### config.mk
export PLATFORM = sky130hd
export DESIGN_NAME = issue_queue_id2p
export DESIGN_NICKNAME = d
export VERILOG_FILES = /design/src/rtl/issue_queue_id2p.sv
export SDC_FILE = /design/constraint.sdc
export NUM_CORES = 2
export LEC_CHECK = 0
export BUFFER_PORTS_ARGS = -buffer_cell sky130_fd_sc_hd__buf_2
export CELL_PAD_IN_SITES_DETAIL_PLACEMENT = 1
export CELL_PAD_IN_SITES_GLOBAL_PLACEMENT = 1
export CORE_MARGIN = 8
export CORE_UTILIZATION = 47
export DETAILED_ROUTE_END_ITERATION = 12
export PLACE_DENSITY_LB_ADDON = 0.1
export SLEW_MARGIN = 20
export SYNTH_ARGS = -nofsm -noshare
export SYNTH_HDL_FRONTEND = slang
export SYNTH_SLANG_ARGS = --single-unit
### constraint.sdc
create_clock -name clk -period 20.4 [get_ports clk]
set_input_delay 1.02 -clock clk [delete_from_list [all_inputs] [get_ports clk]]
set_output_delay 1.02 -clock clk [all_outputs]
set_load 0.02 [all_outputs]
### src/rtl/issue_queue_id2p.sv
// issue_queue_id2p: circular FIFO between ID1 and ID2 of the dual-issue front end.
// Up to two decoded instructions are accepted per cycle (lane0 oldest) and the
// two oldest entries are presented to ID2, which consumes 0, 1 or 2 per cycle.
// Handshake: an ID1 lane is taken when its valid is high and enq_ready is high
// (lane1 only together with lane0); ID2 consumes min(issue_cnt, count, 2)
// entries per cycle unless stall is high.
module issue_queue_id2p #(
    parameter int DEPTH     = 8,
    parameter int PAYLOAD_W = 180,
    parameter int CNT_W     = $clog2(DEPTH) + 1
) (
    input  logic                   clk,
    input  logic                   rst,
    input  logic                   flush,
    input  logic                   exception_flush,
    input  logic                   stall,
    input  logic [1:0]             enq_valid,
    input  logic [2*PAYLOAD_W-1:0] enq_data,
    output logic                   enq_ready,
    output logic [1:0]             deq_valid,
    output logic [2*PAYLOAD_W-1:0] deq_data,
    input  logic [1:0]             issue_cnt,
    output logic [CNT_W-1:0]       count
);

    localparam int PTR_W = $clog2(DEPTH);

    logic [PAYLOAD_W-1:0] mem_q [DEPTH];
    logic [PTR_W-1:0]     rd_ptr_q, rd_ptr_d;
    logic [PTR_W-1:0]     wr_ptr_q, wr_ptr_d;
    logic [PTR_W-1:0]     rd_ptr_nx, wr_ptr_nx;
    logic [CNT_W-1:0]     count_q, count_d;
    logic                 acc0, acc1, clear;
    logic [1:0]           n_enq, n_deq, issue_lim;

    // Ready looks only at registered occupancy; same-cycle dequeue is not credited.
    assign enq_ready = (count_q <= CNT_W'(DEPTH - 2));
    assign acc0      = enq_valid[0] & enq_ready;
    assign acc1      = enq_valid[1] & enq_valid[0] & enq_ready;
    assign n_enq     = acc1 ? 2'd2 : (acc0 ? 2'd1 : 2'd0);

    // Exception flush wins unconditionally; mispredict flush waits for stall to drop.
    assign clear     = exception_flush | (flush & ~stall);

    assign wr_ptr_nx = wr_ptr_q + PTR_W'(1);
    assign rd_ptr_nx = rd_ptr_q + PTR_W'(1);

    // Number of entries ID2 actually removes: clamp issue_cnt to 2 and to occupancy.
    always_comb begin
        issue_lim = issue_cnt[1] ? 2'd2 : issue_cnt;
        n_deq     = 2'd0;
        if (!stall) begin
            if (count_q >= CNT_W'(2)) begin
                n_deq = issue_lim;
            end else if (count_q == CNT_W'(1)) begin
                n_deq = (issue_lim != 2'd0) ? 2'd1 : 2'd0;
            end
        end
    end

    // Next pointer/occupancy state, with flush clearing everything.
    always_comb begin
        rd_ptr_d = rd_ptr_q + PTR_W'(n_deq);
        wr_ptr_d = wr_ptr_q + PTR_W'(n_enq);
        count_d  = count_q + CNT_W'(n_enq) - CNT_W'(n_deq);
        if (clear) begin
            rd_ptr_d = '0;
            wr_ptr_d = '0;
            count_d  = '0;
        end
    end

    // Pointer and occupancy registers.
    always_ff @(posedge clk or negedge rst) begin
        if (!rst) begin
            rd_ptr_q <= '0;
            wr_ptr_q <= '0;
            count_q  <= '0;
        end else begin
            rd_ptr_q <= rd_ptr_d;
            wr_ptr_q <= wr_ptr_d;
            count_q  <= count_d;
        end
    end

    // Payload storage; contents need no reset since valid is tracked by count.
    always_ff @(posedge clk) begin
        if (!clear) begin
            if (acc0) mem_q[wr_ptr_q]  <= enq_data[PAYLOAD_W-1:0];
            if (acc1) mem_q[wr_ptr_nx] <= enq_data[2*PAYLOAD_W-1:PAYLOAD_W];
        end
    end

    // Head and head+1 to ID2, zeroed when not valid.
    always_comb begin
        deq_valid[0] = (count_q != '0);
        deq_valid[1] = (count_q >= CNT_W'(2));
        deq_data     = '0;
        if (deq_valid[0]) deq_data[PAYLOAD_W-1:0]           = mem_q[rd_ptr_q];
        if (deq_valid[1]) deq_data[2*PAYLOAD_W-1:PAYLOAD_W] = mem_q[rd_ptr_nx];
    end

    assign count = count_q;

endmodule

# ---- After elaboration in Yosys (flattened, before gate mapping)
# Memory sizes are Yosys's and may differ from the RTL's.
# Cells that the tools add are included.
dict set report op_classes {
  mux 18
  reduce_logical 2
  eq_ne 1
  n_bitwise 6
  n_addsub 6
  magnitude_cmp 2
}
# cell n
set op_table {}
lappend op_table {{2-to-1 mux 180 bit} 2}
lappend op_table {{2-to-1 mux 1 bit} 9}
lappend op_table {{2-to-1 mux 2 bit} 4}
lappend op_table {{adder 3 x 1 -> 3 bit, second input constant} 2}
lappend op_table {{adder 3 x 2 -> 3 bit} 2}
lappend op_table {{2-to-1 mux 3 bit} 2}
lappend op_table {{adder 4 x 2 -> 4 bit} 1}
lappend op_table {{bitwise AND 1 bit} 4}
lappend op_table {{== test 4 x 1 -> 1 bit, second input constant} 1}
lappend op_table {{greater-or-equal comparator 4 x 2 -> 1 bit, second input constant} 1}
lappend op_table {{<= comparator 4 x 3 -> 1 bit, second input constant} 1}
lappend op_table {{2-to-1 mux 4 bit} 1}
lappend op_table {{nonzero test 4 bit} 1}
lappend op_table {{subtractor 4 x 2 -> 4 bit} 1}
lappend op_table {{nonzero test 2 bit} 1}
lappend op_table {{inverter 1 bit} 1}
lappend op_table {{bitwise OR 1 bit} 1}
dict set report word_totals {
  mem_bits_rw 1440
  out_inout_bits 367
  reg_bits 10
  n_memories 1
  word_cells 39
}
# memory depth word_bits read_ports rd_ports_with_merged_regs write_ports line_no
set memory_table {}
lappend memory_table {mem_q 8 180 2 0 2 28} ;# logic [PAYLOAD_W-1:0] mem_q [DEPTH];

# ---- Depth between registers and ports, before layout
dict set report depth {
  ltp_word 8
  mapped_depth 14
}

# ---- Worst setup path after synthesis
# No wires, ideal clock.
dict set report synth_path {
  kind {input to register}
  from {input port stall}
  to {memory mem_q[3][0] (enable)}
  required_ps 19620
  setup_time_ps 780
  n_path_buf 0
  arrival_ps 10313
  cell_stages 4
  slack_ps 9307
  cell_sequence {inv_1 -> a21oi_1 -> nand3_1 -> a21oi_1}
}
# element line_no
set synth_lines {}
lappend synth_lines {{from (decl)} 16} ;# input logic stall,
lappend synth_lines {{to (decl)} 28}

# ---- Worst setup path in the final report
dict set report layout_path {
  from {register rd_ptr_q[1]}
  to {output port deq_data[351]}
}
dict set report layout_via {
  elab_chain_len 3
}
# element line_no
set layout_lines {}
lappend layout_lines {{from (decl)} 29} ;# logic [PTR_W-1:0] rd_ptr_q, rd_ptr_d;
lappend layout_lines {{from (signal assigned)} 80} ;# rd_ptr_q <= rd_ptr_d;
lappend layout_lines {{adder 3 x 1 -> 3 bit} 46} ;# assign rd_ptr_nx = rd_ptr_q + PTR_W'(1);
lappend layout_lines {{memory (8 x 180 bit)} --}
lappend layout_lines {{2-to-1 mux 180 bit} 100} ;# if (deq_valid[1]) deq_data[2*PAYLOAD_W-1:PAYLOAD_W] = mem_q[rd_ptr_nx];
lappend layout_lines {{to (decl)} 21} ;# output logic [2*PAYLOAD_W-1:0] deq_data,
# No other way between the ends.

==> flow_metrics.env <==
export IMPL_synth_edf_count=1440
export IMPL_track_usage_pct=28.8
export IMPL_core_area_um2=178000
export IMPL_cp_required_ps=19380
export IMPL_crit_top_cell="buf_4"
export IMPL_fin_crit_sh_pct=35.0
export IMPL_crit_arrival_ps=6120
export IMPL_slew_headroom_pct=22.3
export IMPL_ant_nets=0
export IMPL_tns_ps=0
export IMPL_drc=0
export IMPL_grt_antenna_before_repair=126
export IMPL_synthFlopType="edfxtp_1"
export IMPL_crit_fanout=84
export IMPL_synth_seq_cells=1450
export IMPL_grt_pass1_wl_um=407000
export IMPL_path_buf_inv=4
export IMPL_async_flop_share_pct=0.690
export IMPL_syn_to_final_growth_pct=13.6
export IMPL_powerDensity_nw_per_um2=105
export IMPL_postSynthCellCount=5031
export IMPL_postCtsSetupRepairBufs=0
export IMPL_ctsRootBufferMaster="clkbuf_16"
export IMPL_die_height_um=438
export IMPL_final_common_cell="edfxtp_1"
export IMPL_ys_top_cells_by_area="edfxtp_1 52%, mux4_2 19%, mux2_2 18%"
export IMPL_cts_sinks=1450
export IMPL_drv_slew=0
export IMPL_cts_buffer_depth=3
export IMPL_yosysWarnings=0
export IMPL_worstMarginPinSlew_ps=1160
export IMPL_die_w_um=438
export IMPL_drive_gt1_share_pct=55.9
export IMPL_critPathLaunchType="register"
export IMPL_synth_top_cell_area_share_pct=51.7
export IMPL_gp_congestion=0.813
export IMPL_synth_cell_types=41
export IMPL_setup_violations=0
export IMPL_overflow=0
export IMPL_h_tree_depth=4
export IMPL_num_vias=52200
export IMPL_p_switching_mw=3.55
export IMPL_ios=736
export IMPL_mostFrequentLayoutCells="1,440 x edfxtp_1, 1,314 x mux2_2, 735 x buf_2"
export IMPL_critical_path_class="reg -> out"
export IMPL_routedWlPerCell_um=34.6
export IMPL_drtIter0Drc=4237
export IMPL_p_int_mw=6.42
export IMPL_stdcell_area_um2=95100
export IMPL_critical_path_top_delay_family="buffers and inverters"
export IMPL_grt_max_degree=143
export IMPL_clkPwrFrac_pct=29.7
export IMPL_start_util_pct=47.1
export IMPL_drt_wl_total_um=283000
export IMPL_clk_transition_reported_paths_ps=60
export IMPL_std_cell_rows=155
export IMPL_skew_ps=32.4
export IMPL_endpoint="deq_data[351]"
export IMPL_yosysSeqAreaShare_pct=52.0
export IMPL_synth_top_cell_by_area="edfxtp_1"
export IMPL_setup_ws_ps=13260
export IMPL_dieArea_um2=192000
export IMPL_worstSkewPairLatency_ps=820
export IMPL_cap_violations=0
export IMPL_slowest_stage="buf_4"
export IMPL_ir_worst_vdd_mv=0.145
export IMPL_power_mw=9.97
export IMPL_syn_nets=5414
export IMPL_crit_start="rd_ptr_q[1]$_DFF_PN0_"
export IMPL_postCtsHoldBufs=0
export IMPL_combPwrFrac_pct=36.0
export IMPL_final_hold_viol_count=0
export IMPL_rsz0062_at_grt="false"
export IMPL_fmax_mhz=140
export IMPL_swShare_pct=35.6
export IMPL_p_leak_nw=31.5
export IMPL_ctsResizeCount=0
export IMPL_cp_end_kind="primary output"
export IMPL_grt_pass1_vias=56200
export IMPL_seq_power_share_pct=34.3
export IMPL_place_hpwl_um=161000
export IMPL_reg2reg_to="mem_q[4][102]$_DFFE_PP_"
export IMPL_path_cells="ha_4, buf_4, buf_4, buf_12, mux4_2, nand2_1, a21oi_1, buf_2"
export IMPL_crit_path_max_incr_delay_ps=910
export IMPL_rrSetupSlack_ps=15460
export IMPL_synthesis_area_um2=83600
export IMPL_hold_slack_ps=71.7
export IMPL_worstRegToRegCells=8
export IMPL_cts_tree="done"
export IMPL_numPortBuffers=735
export IMPL_min_period_ps=7140
export IMPL_via_per_inst=6.38
export IMPL_hold_path_class="in -> async"
export IMPL_status="finished clean"
export IMPL_crit_cells=8
export IMPL_syn_area_per_cell_um2=16.6
export IMPL_n_fill_cell=16600
export IMPL_timing_rr_start="count[3]$_DFF_PN0_"
export IMPL_nNetsFinal=5999
export IMPL_postPlaceCellArea_um2=89600
export IMPL_drtPass1Iterations=6
export IMPL_cts_buffers=169
export IMPL_place_ws_ps=13940
[per-layer routing]
layer	GRT usage, %	wire length (um)	vias to the layer above
met5	0	267	-
met2	48.9	142000	1921
met4	14.9	14600	40
li1	-	-	21700
met3	5.10	17500	608
met1	35.6	109000	27900
[final cells by class]
cell class	count	area (um^2)	share of cell area, %
tap	2355	2950	3.10
clock inverter	77	622	0.654
clock buffer	227	4670	4.91
sequential	1450	43500	45.8
antenna	70	175	0.184
inverter	16	60.1	0.0632
timing repair buffer	833	4690	4.93
multi-input combinational	3146	38400	40.4
[cell usage after synthesis (all sizes together), types with 8 or more instances]
master / instances
a21oi: 187
nand2: 363
mux2: 1440
ha: 10
buf: 238
inv: 16
edfxtp: 1440
nand3: 8
mux2i: 181
clkbuf: 181
dfrtp: 10
nor2: 193
mux4: 720
[worst min-delay path by stage]
stage / start / endpoint / slack (ps) / depth (start not counted)
after global placement: wr_ptr_q[2]$_DFF_PN0_ / wr_ptr_q[2]$_DFF_PN0_ / 840 / 2
after detailed placement: count[0]$_DFF_PN0_ / count[0]$_DFF_PN0_ / 870 / 2
after global routing: rst / count[2]$_DFF_PN0_ / 50 / 1
after floorplan: rd_ptr_q[0]$_DFF_PN0_ / rd_ptr_q[0]$_DFF_PN0_ / 600 / 2
after CTS: rst / count[2]$_DFF_PN0_ / 1 / 1
final: rst / count[2]$_DFF_PN0_ / 70 / 1
[state kept, by name (all words and copies together) (netlist names)]
signal,flops
count,4
mem_q,1440
rd_ptr_q,3
wr_ptr_q,3
[power by group through the flow]
stage          Clock (mW)  Combinational (mW)  Sequential, mW
4_1_cts              3.01                3.62            3.42
3_3_place_gp            0                3.58            3.48
2_1_floorplan           0                2.29            3.48
3_5_place_dp            0                3.61            3.48
5_1_grt              3.11                3.77            3.43
6_report             2.96                3.58            3.42
[cell families after synthesis]
family | Yosys count | synth area share (%)
and+or+nand+nor | 588 | 2.76
muxes | 2341 | 41.4
AOI/OAI and AO/OA | 195 | 1.21
buffers and inverters | 435 | 2.29
DFF | 1450 | 52.0
adders and majority gates | 14 | 0.245
xor gates and xnor gates | 8 | 0.102
[stage by stage]
stage                     cells  utilization [%]
after floorplan            5031                -
final                      8174             53.5
after detailed placement   7799             50.4
after CTS                  8103             53.4
after global routing       8147             53.5
after global placement     7797             50.4
[worst register-to-register path, cell delays in order, from the launching register on]
cell and delay, ps:
dfrtp_1 390, inv_1 160, ha_1 200, and2_1 190, o21a_1 220, nand3_1 620, nor2_4 880, buf_4 890
buf_4 960
Note: power is estimated with default switching activity, not from simulation.
